===== config.mk =====
export PLATFORM = sky130hd
export DESIGN_NAME = gpr_wb_sched
export DESIGN_NICKNAME = d
export VERILOG_FILES = /design/src/rtl/wb_pkg.sv /design/src/rtl/rr_arbiter3.sv /design/src/rtl/gpr_wb_sched.sv
export SDC_FILE = /design/constraint.sdc
export NUM_CORES = 1
export LEC_CHECK = 0
export ABC_AREA = 1
export BUFFER_PORTS_ARGS = -buffer_cell sky130_fd_sc_hd__buf_2
export CORE_AREA = 2 2 97 99
export DETAILED_ROUTE_END_ITERATION = 12
export DIE_AREA = 0 0 99 101
export HOLD_SLACK_MARGIN = 0.05
export PLACE_DENSITY_LB_ADDON = 0.05
export RECOVER_POWER = 50
export SYNTH_ARGS = -nofsm -noshare
export SYNTH_HDL_FRONTEND = slang
export SYNTH_SLANG_ARGS = --single-unit

===== constraint.sdc =====
create_clock -name clk -period 4.35 [get_ports clk]
set_input_delay 0.435 -clock clk [delete_from_list [all_inputs] [get_ports clk]]
set_output_delay 0.435 -clock clk [all_outputs]
set_load 0.02 [all_outputs]

===== src/rtl/wb_pkg.sv =====
// Shared types and constants for the GPR writeback scheduler.
package wb_pkg;

  localparam int unsigned SRC_ALU  = 0;
  localparam int unsigned SRC_LOAD = 1;
  localparam int unsigned SRC_MDU  = 2;
  localparam int unsigned NSRC     = 3;
  localparam int unsigned REG_AW   = 5;
  localparam int unsigned DATA_W   = 32;
  localparam int unsigned NREGS    = 32;

  typedef struct packed {
    logic [REG_AW-1:0] wr;
    logic [DATA_W-1:0] wd;
  } wb_req_t;

endpackage


===== src/rtl/rr_arbiter3.sv =====
// Three-way round-robin arbiter: pointer register plus one-hot combinational grant.
module rr_arbiter3 (
  input  logic       clk,
  input  logic       rst,
  input  logic [2:0] req,
  output logic [2:0] gnt
);

  logic [1:0] ptr_q, ptr_d;
  logic [2:0] idx;
  logic       found;

  // Search from ptr upward (mod 3); first requester wins; nothing granted in reset.
  always_comb begin
    gnt   = 3'b000;
    found = 1'b0;
    idx   = 3'd0;
    for (int unsigned i = 0; i < 3; i++) begin
      idx = 3'({1'b0, ptr_q}) + 3'(i);
      if (idx >= 3'd3) idx = idx - 3'd3;
      if (!found && !rst && req[2'(idx)]) begin
        gnt[2'(idx)] = 1'b1;
        found        = 1'b1;
      end
    end
  end

  always_comb begin
    ptr_d = ptr_q;
    unique case (1'b1)
      gnt[0]:  ptr_d = 2'd1;
      gnt[1]:  ptr_d = 2'd2;
      gnt[2]:  ptr_d = 2'd0;
      default: ptr_d = ptr_q;
    endcase
  end

  always_ff @(posedge clk) begin
    if (rst) ptr_q <= 2'd0;
    else     ptr_q <= ptr_d;
  end

endmodule


===== src/rtl/gpr_wb_sched.sv =====
// GPR write-port scheduler: round-robin commit, overflow suppression, WAW/RAW scoreboard.
// Optional trace of committed writes when GPR_WB_TRACE_EN is defined.
module gpr_wb_sched
  import wb_pkg::wb_req_t, wb_pkg::REG_AW, wb_pkg::NREGS, wb_pkg::SRC_ALU;
#(
  parameter int unsigned NSRC = 3,
  parameter int unsigned DW   = 32
) (
  input  logic                       clk,
  input  logic                       rst,
  input  logic [NSRC-1:0]            src_valid,
  input  logic [NSRC-1:0][REG_AW-1:0] src_wr,
  input  logic [NSRC-1:0][DW-1:0]    src_wd,
  input  logic                       alu_ovf,
  output logic [NSRC-1:0]            src_ready,
  output logic                       gpr_we,
  output logic [REG_AW-1:0]          gpr_wr,
  output logic [DW-1:0]              gpr_wd,
  output logic                       ovf_set,
  input  logic                       issue_valid,
  input  logic [REG_AW-1:0]          issue_wr,
  output logic                       issue_ready,
  input  logic [REG_AW-1:0]          rr1,
  input  logic [REG_AW-1:0]          rr2,
  output logic                       hazard
);

  logic [2:0]       gnt;
  logic             grant;
  wb_req_t          sel;
  logic [1:0]       sel_idx;
  logic             sel_ovf;
  logic             gpr_we_q, ovf_set_q;
  logic [REG_AW-1:0] gpr_wr_q;
  logic [DW-1:0]    gpr_wd_q;
  logic [NREGS-1:0] pend_q, pend_d;

  rr_arbiter3 u_arb (
    .clk (clk),
    .rst (rst),
    .req (src_valid),
    .gnt (gnt)
  );

  assign src_ready = gnt;
  assign grant     = |gnt;

  // Mux out the granted source's payload.
  always_comb begin
    sel     = '0;
    sel_idx = 2'd0;
    for (int unsigned i = 0; i < NSRC; i++) begin
      if (gnt[i]) begin
        sel.wr  = src_wr[i];
        sel.wd  = src_wd[i];
        sel_idx = 2'(i);
      end
    end
    sel_ovf = gnt[SRC_ALU] && alu_ovf;
  end

  always_ff @(posedge clk) begin
    if (rst) begin
      gpr_we_q  <= 1'b0;
      gpr_wr_q  <= '0;
      gpr_wd_q  <= '0;
      ovf_set_q <= 1'b0;
    end else if (grant) begin
      gpr_we_q  <= (sel.wr != '0) && !sel_ovf;
      gpr_wr_q  <= sel.wr;
      gpr_wd_q  <= sel.wd;
      ovf_set_q <= sel_ovf;
    end else begin
      gpr_we_q  <= 1'b0;
      ovf_set_q <= 1'b0;
    end
  end

  assign gpr_we  = gpr_we_q;
  assign gpr_wr  = gpr_wr_q;
  assign gpr_wd  = gpr_wd_q;
  assign ovf_set = ovf_set_q;

  // Scoreboard: clear on any granted transfer, then set on accepted issue (set wins).
  always_comb begin
    pend_d = pend_q;
    if (grant) pend_d[sel.wr] = 1'b0;
    if (issue_valid && issue_ready && (issue_wr != '0)) pend_d[issue_wr] = 1'b1;
    pend_d[0] = 1'b0;
  end

  always_ff @(posedge clk) begin
    if (rst) pend_q <= '0;
    else     pend_q <= pend_d;
  end

  assign issue_ready = !rst && ((issue_wr == '0) || !pend_q[issue_wr]);
  assign hazard      = ((rr1 != '0) && pend_q[rr1]) || ((rr2 != '0) && pend_q[rr2]);

`ifdef GPR_WB_TRACE_EN
  logic [31:0] cyc_q;
  logic [1:0]  src_q;

  always_ff @(posedge clk) begin
    if (rst) begin
      cyc_q <= '0;
      src_q <= 2'd0;
    end else begin
      cyc_q <= cyc_q + 32'd1;
      if (grant) src_q <= sel_idx;
    end
  end

  always_ff @(posedge clk) begin
    if (!rst && gpr_we_q)
      $display("WB cyc=%0d src=%0d wr=%0d wd=%08h", cyc_q, src_q, gpr_wr_q, gpr_wd_q);
    if (!rst && ovf_set_q)
      $display("OVF cyc=%0d wr=%0d", cyc_q, gpr_wr_q);
  end
`else
  logic unused_sel_idx;
  assign unused_sel_idx = ^sel_idx;
`endif

endmodule


==> results.md <==
- In this run the horizontal extent of the chip is 99 um.
- The count of buffers inserted at the top-level ports is 176.
- The source-to-sink clock delay at the later pin of the worst-skew pair is 0.35 ns.
- The critical path launch point type is a register.
- The wire length of the first global-routing pass is 25200 um.
- For the pin with the worst max-slew slack, the measured transition is 1.22 ns.
- The global-route usage over all layers is 30.7%.
- The CTS tree is done.
- The count of standard-cell rows is 35.
- In the layout the commonest cells are buf_2 (136), nand2_1 (132), a21oi_1 (87).
- The total overflow left after global routing is 0.
- After clock tree synthesis, the clock-pin slew on the worst setup and hold paths is 0.09 ns.
- CTS built an H-tree with a depth of 3.
- The number of setup buffers added after CTS is 0.
- The critical path contains buffers and inverters numbering 4 combined.
- The number of standard cells after synthesis is 713.
- Across the run, the number of max-cap violations was 0.
- The placeable core area is 8980 um2.
- Clock skew on the completed layout was measured at 0.0119 ns.
- The fraction of layout instances using a drive strength above 1 is 22.2%.
- Counting flops with an async set or reset pin after synthesis yields a share of 0%.
- The net count after synthesis is 850.
- The endpoint type of the worst setup path is a primary output.
- The final critical path takes up 78.0% of the cycle.
- The cell sitting at the root of the clock tree is a clkbuf_8.
- The Yosys step of the flow raised 0 warnings.
- Summing the areas of all compound-gate instances in the mapped netlist gives just under 30% of the synthesized area.
- Dividing the detail-routed via count by the number of cells gives between 5 and 6.
- After synthesis, the cell types taking the most area are dfxtp_1 (30%), nand2_1 (10%), a21oi_1 (9.1%), o21ai_0 (7.4%), nand3_1 (6.5%).
- The number of flops mapped to enable cells by yosys is 0.
- In the final routed layout, each cell accounts on average for 15.8 um.
- The count of final hold-check violations is 0.
- The run finished with clean final reports.
- The most common cell after layout, fill and taps aside is buf_2.
- The number of placed I/O pins is 177.
- The final setup slack of the worst path is about 0.96 ns.
- The cell with the most instances on the worst path is nand2_1.
- The master of the slowest instance on the critical path is ha_1.
- On the critical path the largest part of the delay comes from simple AND/OR/NAND/NOR gates.
- Counting along the longest clock path gives a buffer depth of 2.
- The tightest min-delay check is of the input pin to register type.
- For the worst setup path, the data required time is ~3.9 ns.
- The routed design has about 15000 um of wire.
- The largest net degree at the start of global routing is 40.
- The multiplexer fraction of the synthesized cell area is 0%.
- Based on the critical path, the design can be clocked at up to slightly below 0.3 GHz.
- The count of final setup violators is 0.
- The dominant combinational cell family by area after synthesis is simple AND/OR/NAND/NOR gates.
- The count of nets left with antenna violations once routing finished came out at 0.
- Once the floorplan was initialized, standard cells occupied ~53% of the core.
- The vias after detailed routing is 5719.
- The floorplan step set the die height to around 100 um.
- The leakage component of the power is 2.37 nW.
- After the first detailed-routing iteration, the DRC count stood at 428.
- The first TritonRoute pass finished after 5 iterations.
- The hold-fix buffer count after cts is 0.
- After synthesis, the netlist uses 39 different library cells.
- From synthesis to final layout, the design area changed by 19.5%.
- dfxtp_1 takes more of the synthesized area than any other cell.
- The tightest hold path in the finished design has a slack of slightly above 0.3 ns.
- The share of synthesized cell area in full adder, half adder and majority cells is about 1.1%.
- For this run, the slowest stage of the critical path takes 0.48 ns.
- OpenSTA, run right after detailed placement, puts the worst setup slack at 1.33 ns.
- For the finished layout, the period the worst path requires is 3.39 ns.
- Counting tap cells, the placed design contains a total of 959 instances.
- At the worst endpoint, the arrival time is 2.96 ns.
- The half-perimeter wire length after placement is 11100 um.
- In this run the mean area of a mapped cell was between 6 and 7 um2.
- Counting flops and latches in the post-synthesis netlist gives 72.
- Setup repair after global routing left no endpoint under its margin.
- The number of max-slew violations in the final report was 0.
- The number of global-route vias before repair is 5324.
- The area fraction in and, or, nand and nor cells after synthesis is 29.8%.
- Headroom to the max-slew limit came out at 18.2%.
- The number of antenna diodes in the final layout is 0.
- Excluding fillers, the count of instances in the completed layout stands at between 900 and 1000.
- Clock tree synthesis inserted a total of 9 buffers.
- After detailed routing, the number of remaining DRC violations is 0.
- The highest net fanout along the worst path is 27.
- For this design the ratio of total power to cell area is 612 nW/um2.
- The worst ir drop on vdd is 0.000333 V.
- After clock tree synthesis, the repair step resized 0 gates.
- The type of the worst setup path is register to primary output.
- The proportion of netlist area held by the largest area contributor is a little under a third.
- The share of the Yosys chip area taken by registers is 30.3%.
- The xor/xnor cell area share of the yosys netlist is 0%.
- Traced cell by cell, the critical path runs through inv_1, ha_1, inv_4, nand2_1, nand3_1, nand2_1, nand2_1, nor2_1, nand2_1, nand3_1, buf_4, buf_2.
- The total number of clock tree sinks is 72.
- In the final design database the tool counted 996 nets.
- In the synthesized netlist the dominant register cell turns out to be dfxtp_1.
- Setup total negative slack on the finished layout was measured at 0 ns.
- The mapped netlist covers about 4800 um2.
- The congestion estimate from routability-driven global placement came to 0.909.
- The area enclosed by the die boundary is 10000 um2.
- The number of antenna violations at the first check in global routing came to 0.
==> state kept, by name, indices dropped and copies added (netlist names) <==
signal,cells
gpr_wd,32
pend_q,31
gpr_wr,5
u_arb.ptr_q,2
gpr_we,1
ovf_set,1
==> worst min-delay path, delay by kind of cell <==
family | cells | cell delay (ns)
buffers and inverters | 1 | 0.07
AND/OR/NAND/NOR | 1 | 0.04
AO/OA/AOI/OAI | 1 | 0.07
==> cell type report <==
type                       instances  area [um2]
tap                              111         139
fill                             894        3290
clock inverter                     7        70.1
inverter                          48         183
clock buffer                       9         124
multi-input combinational        545        2850
sequential                        72        1440
timing repair buffer             183         883
==> where the power goes <==
group / internal (mW) / switching [mW]
registers: 0.843 / 0.0932
clock network: 0.265 / 0.264
logic: 0.605 / 1.41
==> cell usage after synthesis, types with 2 or more instances <==
master / count
dfxtp_1: 72
buf_1: 3
nor3_1: 10
o21ai_1: 22
nand3_1: 62
nand4_1: 29
o221ai_1: 3
inv_2: 6
nand2_2: 6
o211ai_1: 39
buf_2: 8
nand3_2: 10
o21ai_0: 70
nand2_1: 130
o22ai_1: 3
nand2_4: 3
ha_1: 4
a21oi_1: 87
inv_1: 39
a22oi_1: 12
nor2_2: 5
a21boi_1: 2
nor2_1: 34
nor2_4: 2
clkinv_1: 2
a211oi_1: 2
buf_4: 7
or2_4: 2
buf_6: 6
clkbuf_1: 24
==> stage by stage <==
stage	utilization (%)	power [mW]	area, um2
finish	63.4	3.48	5690
global route	63.4	3.75	5690
CTS	64.3	3.54	5770
detailed placement	62.1	3.01	5570
global placement	62.1	2.96	5570
floorplan	-	2.48	4760
==> routing by layer <==
layer	part of all wire, %	vias to the layer above	track usage, %
met5	0	-	0
met4	2.8	0	13.5
met3	7.7	35	6.03
met2	48	274	49.7
met1	42	2599	39.9
li1	-	2811	-
==> cells by family after synthesis <==
family	after synthesis
compound gates	246
fa+ha+maj	4
buf+inv	96
flops	72
simple gates	295
==> path summary, 6_finish.rpt <==
| check | to | slack [ns] | cells past startpoint | startpoint |
|---|---|---|---|---|
| worst max-delay path | src_ready[0] | 0.96 | 12 | u_arb.ptr_q[0] |
| worst min-delay path | gpr_wd[29] | 0.31 | 3 | src_wd[93] |
| worst max register to register | pend_q[25] | 1.07 | 17 | u_arb.ptr_q[0] |
| worst min register to register | pend_q[2] | 0.48 | 2 | pend_q[2] |
Power figures use the tool's default switching activity.
